`src/rtl/if_fetch.sv`:
```
`default_nettype none
// ============================================================================
// Module   : if_fetch
// Brief    : rv32i instruction-fetch stage. Issues one instruction-memory read
//            at a time and feeds decode from a 2-entry {pc, instr, fault} queue.
// Revision : 1.0 - initial release
// ============================================================================
module if_fetch #(
    parameter int              XLEN      = 32,
    parameter logic [XLEN-1:0] NOP_INSTR = 32'h00000013
) (
    input  logic            clk,
    input  logic            res,
    input  logic [XLEN-1:0] pc_in,
    output logic            pc_en,
    output logic            imem_req,
    output logic [XLEN-1:0] imem_addr,
    input  logic            imem_gnt,
    input  logic            imem_rvalid,
    input  logic [XLEN-1:0] imem_rdata,
    input  logic            flush,
    output logic            id_valid,
    input  logic            id_ready,
    output logic [XLEN-1:0] id_instr,
    output logic [XLEN-1:0] id_pc,
    output logic            id_fault
);

    typedef enum logic [1:0] {
        S_IDLE = 2'd0,
        S_REQ  = 2'd1,
        S_WAIT = 2'd2,
        S_DROP = 2'd3
    } state_t;

    state_t          r_state;
    state_t          w_state_next;
    logic [XLEN-1:0] r_tag_pc;
    logic [XLEN-1:0] r_q_pc    [2];
    logic [XLEN-1:0] r_q_instr [2];
    logic            r_q_fault [2];
    logic            r_wr_ptr;
    logic            r_rd_ptr;
    logic [1:0]      r_count;

    logic            w_misaligned;
    logic            w_slot_free;
    logic            w_room_after_pop;
    logic            w_room_after_push;
    logic            w_pop;
    logic            w_push;
    logic [XLEN-1:0] w_push_pc;
    logic [XLEN-1:0] w_push_instr;
    logic            w_push_fault;
    logic            w_take_tag;

    assign w_misaligned = |pc_in[1:0];
    assign id_valid     = (r_count != 2'd0);
    assign w_pop        = id_valid & id_ready & ~flush;
    // Nothing is outstanding in IDLE/REQ, so only the queue occupancy matters there.
    assign w_slot_free       = (r_count < 2'd2);
    assign w_room_after_pop  = w_slot_free | w_pop;
    assign w_room_after_push = (r_count == 2'd0) | w_pop;

    always_comb begin
        w_state_next = r_state;
        imem_req     = 1'b0;
        pc_en        = 1'b0;
        w_push       = 1'b0;
        w_push_pc    = r_tag_pc;
        w_push_instr = imem_rdata;
        w_push_fault = 1'b0;
        w_take_tag   = 1'b0;
        case (r_state)
            S_IDLE: begin
                if (flush || w_room_after_pop) w_state_next = S_REQ;
            end
            S_REQ: begin
                if (!w_slot_free) begin
                    if (!flush) w_state_next = S_IDLE;
                end else if (w_misaligned) begin
                    if (!flush) begin
                        w_push       = 1'b1;
                        w_push_pc    = pc_in;
                        w_push_instr = NOP_INSTR;
                        w_push_fault = 1'b1;
                        pc_en        = 1'b1;
                    end
                end else begin
                    imem_req = 1'b1;
                    if (imem_gnt) begin
                        w_take_tag = 1'b1;
                        if (flush) begin
                            w_state_next = S_DROP;
                        end else begin
                            pc_en        = 1'b1;
                            w_state_next = S_WAIT;
                        end
                    end
                end
            end
            S_WAIT: begin
                if (imem_rvalid) begin
                    w_push       = ~flush;
                    w_state_next = (flush || w_room_after_push) ? S_REQ : S_IDLE;
                end else if (flush) begin
                    w_state_next = S_DROP;
                end
            end
            default: begin
                if (imem_rvalid) w_state_next = S_REQ;
            end
        endcase
    end

    assign imem_addr = imem_req ? pc_in : '0;
    assign id_instr  = id_valid ? r_q_instr[r_rd_ptr] : '0;
    assign id_pc     = id_valid ? r_q_pc[r_rd_ptr]    : '0;
    assign id_fault  = id_valid & r_q_fault[r_rd_ptr];

    always_ff @(posedge clk or negedge res) begin
        if (!res) begin
            r_state  <= S_IDLE;
            r_tag_pc <= '0;
        end else begin
            r_state <= w_state_next;
            if (w_take_tag) r_tag_pc <= pc_in;
        end
    end

    always_ff @(posedge clk or negedge res) begin
        if (!res) begin
            r_count      <= 2'd0;
            r_wr_ptr     <= 1'b0;
            r_rd_ptr     <= 1'b0;
            r_q_pc[0]    <= '0;
            r_q_pc[1]    <= '0;
            r_q_instr[0] <= '0;
            r_q_instr[1] <= '0;
            r_q_fault[0] <= 1'b0;
            r_q_fault[1] <= 1'b0;
        end else if (flush) begin
            r_count  <= 2'd0;
            r_wr_ptr <= 1'b0;
            r_rd_ptr <= 1'b0;
        end else begin
            if (w_push) begin
                r_q_pc[r_wr_ptr]    <= w_push_pc;
                r_q_instr[r_wr_ptr] <= w_push_instr;
                r_q_fault[r_wr_ptr] <= w_push_fault;
                r_wr_ptr            <= ~r_wr_ptr;
            end
            if (w_pop) r_rd_ptr <= ~r_rd_ptr;
            case ({w_push, w_pop})
                2'b10:   r_count <= r_count + 2'd1;
                2'b01:   r_count <= r_count - 2'd1;
                default: r_count <= r_count;
            endcase
        end
    end

endmodule
`default_nettype wire
```
`config.mk`:
```
export PLATFORM = sky130hd
export DESIGN_NAME = if_fetch
export DESIGN_NICKNAME = d
export VERILOG_FILES = /design/src/rtl/if_fetch.sv
export SDC_FILE = /design/constraint.sdc
export NUM_CORES = 1
export LEC_CHECK = 0
export ABC_AREA = 1
export CORE_MARGIN = 2
export CORE_UTILIZATION = 38
export DETAILED_ROUTE_END_ITERATION = 12
export PLACE_DENSITY = 0.63
export SLEW_MARGIN = 20
export SYNTH_ARGS = -nofsm -noshare
export SYNTH_HDL_FRONTEND = slang
export SYNTH_SLANG_ARGS = --single-unit
```
`constraint.sdc`:
```
create_clock -name clk -period 4.09 [get_ports clk]
set_clock_uncertainty 0.05 [all_clocks]
set_input_delay 0.818 -clock clk [delete_from_list [all_inputs] [get_ports clk]]
set_output_delay 0.818 -clock clk [all_outputs]
set_load 0.01 [all_outputs]
```
# After elaboration in Yosys (flattened, before gate mapping)
# Index checks and enable logic that the tools add are counted.
[totals]
in_bits = 70
register_bits = 168
out_inout_bits = 100
[classes]
n_reduce_logical = 13
mux = 61
eq_ne = 9
magnitude_cmp = 4
add_sub_neg = 2
bitwise = 10
[op_table]
columns = ["op", "n"]
rows = [
  ["2-to-1 mux 32 bit", 18],
  ["bitwise mux 64 bit", 2],
  ["demux 32 bit (select 1 bit)", 1],
  ["2-to-1 mux 1 bit", 26],
  ["2-to-1 mux 2 bit", 9],
  ["inequality test 3 bit, second input constant", 4],
  ["one-hot mux 2 bit (3 select lines)", 1],
  ["AND reduction 6 bit", 1],
  ["nonzero test 2 bit", 3],
  ["== test 2 x 1 -> 1 bit, second input constant", 2],
  ["== test 2 bit, second input constant", 2],
  ["greater-or-equal comparator 2 bit, second input constant", 2],
  ["zero test 2 bit", 2],
  ["NOT 1 -> 2 bit", 2],
  ["one-hot mux 2 bit (2 select lines)", 1],
  ["nonzero test 4 bit", 1],
  ["AND 1 bit", 3],
  ["NOT 1 bit", 3],
  ["nonzero test 3 bit", 1],
  ["adder 2 x 1 -> 2 bit, second input constant", 1],
  ["bitwise mux 2 bit", 1],
  ["logical OR 1 bit", 2],
  ["less-than comparator 2 x 1 -> 1 bit, second input constant", 1],
  ["less-than comparator 2 bit, second input constant", 1],
  ["other kinds (8)", 9],
]

# Logic depth before layout (Yosys ltp)
[logic_depth]
word_depth = 8
mapped_depth = 13
ltp_nobuf = 12

# Worst setup path before layout
# OpenSTA, ideal clock, no wires.
[synth_timing]
path_kind = "input-to-output"
from = "input pc_in[1]"
to = "output imem_addr[10]"
cell_stages = 6
required_ns = 3.222
t_arrival_ns = 1.682
path_buffers = 1
slack_ns = 1.540
cell_sequence = "inv_1 -> nand2_1 -> nor2_1 -> inv_1 -> clkbuf_1 -> nor2_1"
[synth_via]
elab_chain_cells = 5
[synth_rtl]
columns = ["item", "line_no", "rtl"]
rows = [
  ["from (decl)", "14", "input logic [XLEN-1:0] pc_in,"],
  ["OR reduction 2 bit", "57", "assign w_misaligned = |pc_in[1:0];"],
  ["2-to-1 mux 1 bit", "81", "end else if (w_misaligned) begin"],
  ["2-to-1 mux 1 bit", "79", "if (!w_slot_free) begin"],
  ["2-to-1 mux 1 bit", "74", "case (r_state)"],
  ["net imem_req", "16", "output logic imem_req,"],
  ["2-to-1 mux 32 bit", "116", "assign imem_addr = imem_req ? pc_in : '0;"],
  ["to (decl)", "17", "output logic [XLEN-1:0] imem_addr,"],
]
# The timed path passes the listed nets, and every way through them passes these cells.

# Worst setup path in the final report
[layout_timing]
from = "register r_rd_ptr"
to = "output id_pc[16]"
[layout_via]
elab_chain_cells = 5
[layout_rtl]
columns = ["item", "line_no", "rtl"]
rows = [
  ["from (decl)", "43", "logic r_rd_ptr;"],
  ["from (signal assigned)", "153", "if (w_pop) r_rd_ptr <= ~r_rd_ptr;"],
  ["NOT 1 -> 2 bit (implied by the code)", "118", "assign id_pc = id_valid ? r_q_pc[r_rd_ptr] : '0;"],
  ["2-to-1 mux 32 bit (implied by the code) (3 in series)", "118", ""],
  ["2-to-1 mux 32 bit", "118", ""],
  ["to (decl)", "25", "output logic [XLEN-1:0] id_pc,"],
]
# Every way passes these cells. The select of a mux whose other input is x is not followed.

==> run summary <==
FINISH
--------------------------------------------------------------------------------
Final nets ........................................................         1292
Post-synthesis to final-layout area growth ........................        29.6%
Fraction of final layout cells with drive strength greater than 1 .        4.79%
Final non-filler cell total .......................................         1507
Most common cell after layout, fill and taps aside ................ sky130_fd_sc_hd__nand2_1
Most frequent cells in the layout ................................. sky130_fd_sc_hd__nand2_1 (349), sky130_fd_sc_hd__dfrtp_1 (167), sky130_fd_sc_hd__clkdlybuf4s50_1 (166), sky130_fd_sc_hd__o21ai_0 (157), sky130_fd_sc_hd__inv_1 (142)
Number of inserted diodes .........................................            0

DIE
--------------------------------------------------------------------------------
Die outline area ..................................................    22800 um2
Rows ..............................................................           53
Core area .........................................................    21100 um2
Die boundary height ...............................................       151 um
Total I/O pin count ...............................................          170
Starting density of the core ......................................        38.9%
Die Wd ............................................................       151 um

SYNTHESIS
--------------------------------------------------------------------------------
Share of the yosys chip area belonging to registers ...............        51.3%
Most instantiated flip-flop cell in the synthesis netlist ......... sky130_fd_sc_hd__dfrtp_1
Count of flip-flops with a built-in enable after synthesis ........            0
FF+latch count, synth .............................................          168
Gate count of the mapped netlist ..................................         1086
Cell area after synthesis .........................................     8200 um2
Asr flop ratio synth ..............................................         100%
Warnings, synthesis ...............................................            0
Number of unique standard cell types used by synthesis ............           26
Post-Synthesis Mean Instance Area .................................     7.55 um2

CLOCK TREE
--------------------------------------------------------------------------------
Clock latency reported for the late side of the worst-skew pair ...       430 ps
Master cell of the clock root buffer .............................. sky130_fd_sc_hd__clkbuf_16
Number of buffers on the longest clock path .......................            2
Count of hold-fix buffers inserted at cts .........................            0
# clock sinks .....................................................          168
CTS tree ..........................................................          yes
Total number of H-tree levels .....................................            4
Inserted Clock Buffers ............................................           17
Setup repair bufs after CTS .......................................            0
Clock-pin slew on the worst setup and hold paths ..................        70 ps
PostCTS Resize Cnt ................................................            0

WORST SETUP PATH
--------------------------------------------------------------------------------
Setup Crit Path Kind ..............................................   reg -> out
Worst EP required .................................................      3220 ps
Critical path endpoint category ...................................   output pin
Crit Path Max Fanout ..............................................           89
Element type at the critical path start ...........................     register
Crit path arrival time ............................................      2770 ps

ROUTING
--------------------------------------------------------------------------------
Vias per std cell .................................................         4.69
Number of detailed-routing iterations run before antenna repair ...            5
Detail Route Antenna Nets .........................................            0
Vias ..............................................................         7067
DRT Wirelength ....................................................      20.5 mm
Remaining design rule violation count .............................            0
First DRT Iteration DRCs ..........................................          471
Wire length per cell after detailed routing .......................      13.6 um

GLOBAL ROUTING
--------------------------------------------------------------------------------
Initial antenna violation count ...................................            0
Total routing usage reported by global routing ....................        18.9%
Maximum number of pins on one net before global-route repair ......          131
Vias in the first global route ....................................         6792
First-pass GRT wire length ........................................      33.9 mm
Final global-route overflow total .................................            0

POWER
--------------------------------------------------------------------------------
Leak ..............................................................   0.00525 uW
Max VDD drop ......................................................   0.000339 V
Cell area power density ...........................................   741 nW/um2
Total Power Consumption ...........................................      7860 uW

TIMING
--------------------------------------------------------------------------------
RSZ-0062 raised after global routing ..............................           no
# setup viols final ...............................................            0
Slew Viols, Final .................................................            0
Worst-Margin Slew .................................................       897 ps
Rel. slew slack ...................................................        40.2%
Hold Violations, Final ............................................            0
Final-layout setup total negative slack ...........................         0 ps
Maximum clock frequency ...........................................    0.275 GHz
Shortest period the worst path allows .............................      3640 ps
Final Cycle Share .................................................        89.0%

PLACED DESIGN
--------------------------------------------------------------------------------
Number of I/O port buffers ........................................          167
DPL Wire Length ...................................................      12.9 mm
RePlAce Congestion ................................................        0.751
Number of instances in the placed design ..........................         1475

WORST HOLD PATH
--------------------------------------------------------------------------------
Class of the most critical hold timing path .......................  in -> async

OUTCOME
--------------------------------------------------------------------------------
Outcome ........................................................... finished clean

FLOW RUN
--------------------------------------------------------------------------------
Reported max-cap violation count ..................................            0

[synth_stat cells (2+ instances only)]
| cell type | number | share of area (%) |
|---|---|---|
| sky130_fd_sc_hd__clkbuf_1 | 41 | 1.9 |
| sky130_fd_sc_hd__inv_2 | 2 | 0.092 |
| sky130_fd_sc_hd__inv_1 | 143 | 6.5 |
| sky130_fd_sc_hd__nand3_1 | 9 | 0.55 |
| sky130_fd_sc_hd__buf_1 | 2 | 0.092 |
| sky130_fd_sc_hd__nor2_1 | 66 | 3.0 |
| sky130_fd_sc_hd__o21ai_0 | 157 | 9.6 |
| sky130_fd_sc_hd__buf_6 | 9 | 1.2 |
| sky130_fd_sc_hd__nand2_1 | 349 | 16 |
| sky130_fd_sc_hd__nor2_4 | 2 | 0.27 |
| sky130_fd_sc_hd__dfrtp_1 | 168 | 51 |
| sky130_fd_sc_hd__o21ai_1 | 39 | 2.4 |
| sky130_fd_sc_hd__buf_2 | 5 | 0.31 |
| sky130_fd_sc_hd__or2_2 | 3 | 0.23 |
| sky130_fd_sc_hd__ha_1 | 3 | 0.46 |
| sky130_fd_sc_hd__buf_4 | 12 | 1.1 |
| sky130_fd_sc_hd__a21oi_1 | 67 | 4.1 |
[power breakdown]
| group | switching [uW] | leakage (uW) | total (uW) | internal (uW) |
|---|---|---|---|---|
| registers | 409 | 0.00200 | 2800 | 2400 |
| clock network | 691 | 0.000297 | 1700 | 1010 |
| logic | 1870 | 0.00296 | 3360 | 1490 |
| total | 2970 | 0.00525 | 7860 | 4900 |
[worst max-delay path: stages, from the launching register on]
cell and delay [ps]:
sky130_fd_sc_hd__dfrtp_4 990, sky130_fd_sc_hd__buf_4 400, sky130_fd_sc_hd__o21ai_0 120, sky130_fd_sc_hd__a21oi_1 210, sky130_fd_sc_hd__clkdlybuf4s50_1 580
[path summary, 6_finish.rpt]
| path | startpoint | endpoint | slack [ps] | cells after the start |
|---|---|---|---|---|
| worst max-delay path | r_rd_ptr | id_pc[16] | 450 | 4 |
| worst min-delay path | res | r_tag_pc[13] | 370 | 1 |
| worst max register to register | r_state[1] | r_q_pc[40] | 1460 | 11 |
| worst min register to register | r_q_instr[43] | r_q_instr[43] | 410 | 2 |
| max in group asynchronous | res | r_q_instr[32] | 2660 | 2 |
| min in group clk | r_q_instr[43] | r_q_instr[43] | 410 | 2 |
[cell families after synthesis]
logic type | synth area share (%)
AO/OA/AOI/OAI | 16.3
adder cells (fa/ha/maj) | 0.458
buffers and inverters | 11.3
flip-flops | 51.3
other | 0.0458
AND/OR/NAND/NOR | 20.6
[through the flow]
stage | hold WS (ps) | utilization (%) | area [um2] | worst slack [ps]
after global routing | 404 | 50.4 | 10600 | 290
after detailed placement | 403 | 47.4 | 10000 | 644
final | 371 | 50.4 | 10600 | 449
after global placement | 398 | 47.4 | 10000 | 666
after floorplan | 387 | - | 8200 | 1540
after CTS | 409 | 50.4 | 10600 | 431
[layer usage]
metal	track usage, %	part of all wire (%)
met4	4.81	0.66
met3	4.31	5.5
met5	0	0
met1	25.9	47
met2	30.3	47
[state kept, by name, indices dropped and copies added (netlist names)]
register,count
r_q_pc,64
r_wr_ptr,1
r_count,2
r_tag_pc,32
r_q_fault,2
r_rd_ptr,1
r_state,2
r_q_instr,64
[area by class of cell]
type	instances	area [um2]
tap	275	344
fill	2101	10500
clock buffer	21	460
timing repair buffer	182	1820
multi-input combinational	705	3080
inverter	145	544
sequential	168	4210
clock inverter	11	160
(Power assumes the default switching activity.)
==> edit: new RTL, same settings <==
The 4 states of `state_t` get a Gray code encoding in 2 bits.
--- a/src/rtl/if_fetch.sv
+++ b/src/rtl/if_fetch.sv
@@ -27,10 +27,10 @@
 );
 
     typedef enum logic [1:0] {
-        S_IDLE = 2'd0,
-        S_REQ  = 2'd1,
-        S_WAIT = 2'd2,
-        S_DROP = 2'd3
+        S_IDLE = 2'b00,
+        S_REQ  = 2'b01,
+        S_WAIT = 2'b11,
+        S_DROP = 2'b10
     } state_t;
 
     state_t          r_state;
Function: no difference found for any inputs over 4 cycles, from zero or initial values; so few cycles prove little.
==> edit against the unedited design <==
  * Sequential cell count did not move
  * Critical path depth increased by 3
  * Area after synthesis shrank 2.4%
  * Worst setup slack got worse by 0.098 ns
  * Register-to-register slack improved by 0.51 ns
  * Routed wire length is 3.0% lower
  * Sequential share of layout area grew 0.53 points
  * Non-clock buffer count increased by 2
  * Design area decreased by 1.3%
  * Via count fell by 2.5%
  * Power shrank 3.7%
  * Final cell count shrank 4.0%
  * First-iteration DRC count is 18% lower
  * Critical path type is now primary input to output port
  * Largest cell class unchanged
  * Largest power group unchanged
  * Highest routed layer unchanged
==> edit: results (changes against the unedited design) <==
metric,value,unit,change
"Seq/Total Area, Yosys",52.6,%,+1.3 points
FF-to-FF path depth,8,,-3
Area contributors post-synth,"dfrtp_1, nand2_1, o21ai_0",,
Reg-to-Reg Start,r_count[1],,
Antenna Diode Count,0,,unchanged
Vias,6887,,-2.5%
PostCTS Resize Cnt,0,,unchanged
reg2reg setup slack,1.97,ns,+0.51 ns
GPL Wtd Cong,0.737,,-1.8%
Post-synth top cells,"nand2_1, dfrtp_1, o21ai_0",,
Slew Limit Headroom,33.1,%,-7.1 points
end point of the critical path,imem_addr[4],,
leakage,0.00493,µW,-6.1%
CP Max Fanout,30,,-66%
first-pass GRT wire length,32900,µm,-2.8%
# H-tree levels,4,,unchanged
Worst VDD drop,0.000283,V,-16%
Cells after Synth,1024,,-5.7%
clk buf depth,2,,unchanged
Filler cells,2077,,-1.1%
Critical Path Source,pc_in[1],,
vias in the first global route,6367,,-6.3%
fin cells,1447,,-4.0%
post-CTS setup repair buffer count,0,,unchanged
overall routing resource usage,18.6,%,-0.27 points
largest registers,"r_q_instr (64), r_q_pc (64), r_tag_pc (32)",,
largest net degree at the start of global routing,98,,-25%
hold crit path type,primary input to asynchronous set/reset pin,,
FF-to-FF End,r_count[1],,
Yosys cell types,25,,-3.8%
DRT iter0 DRCs,388,,-18%
CP arrival,2.87,ns,+0.10 ns
routed wire length,19900,µm,-3.0%
Final HPWL DP,12200,µm,-5.4%
fraction of layout cells with a size suffix above 1,7.34,%,+2.5 points
Final nets,1229,,-4.9%
status,finished clean,,
==> edit: cell type report <==
cell class | instances | share of cell area (%)
sequential | 168 | 40.2
clock inverter | 13 | 1.37
timing repair buffer | 184 | 18.0
tap | 275 | 3.28
clock buffer | 19 | 4.23
multi-input combinational | 702 | 29.8
inverter | 86 | 3.10
==> edit: worst min path at each step <==
stage	startpoint	to	slack, ns
5_1_grt	r_q_pc[46]	r_q_pc[46]	0.43
2_1_floorplan	r_q_pc[34]	r_q_pc[34]	0.39
4_1_cts	res	r_q_instr[11]	0.41
3_5_place_dp	r_q_pc[35]	r_q_pc[35]	0.40
6_report	res	r_q_instr[11]	0.38
3_3_place_gp	r_q_pc[49]	r_q_pc[49]	0.40
==> edit: cell families after synthesis <==
| group | count (synthesis) | synth area share, % |
|---|---|---|
| AOI/OAI and AO/OA | 262 | 17.7 |
| and+or+nand+nor | 438 | 21.2 |
| other | 1 | 0.0469 |
| DFF | 168 | 52.6 |
| buffers and inverters | 155 | 8.52 |
==> edit: through the flow <==
stage,power [µW],cell area (µm²),utilization (%),setup WS (ns)
floorplan,4690,8000,-,1.49
global placement,5960,9890,47.5,0.396
detailed placement,6020,9890,47.5,0.277
CTS,7660,10500,50.3,0.271
global route,8190,10500,50.3,0.136
finish,7570,10500,50.3,0.351
==> edit: worst max-delay path, cell delays in order <==
cell and delay [ns]:
clkdlybuf4s50_1 0.48, inv_1 0.06, nand2_1 0.11, nor2_1 0.09
inv_1 0.69, nor2_1 0.09, clkdlybuf4s50_1 0.52
==> edit: power by group <==
part           leakage (µW)  internal, µW  switching [µW]
combinational       0.00254          1390            1810
clock              0.000277           922             682
sequential          0.00212          2390             370
==> edit: metal layers <==
metal	up-vias	track usage, %	part of all wire (%)
met5	-	0	0
met4	0	5.10	1.1
met3	17	4.86	7.2
met2	209	28.8	45
met1	3164	26.0	47
li1	3497	-	-
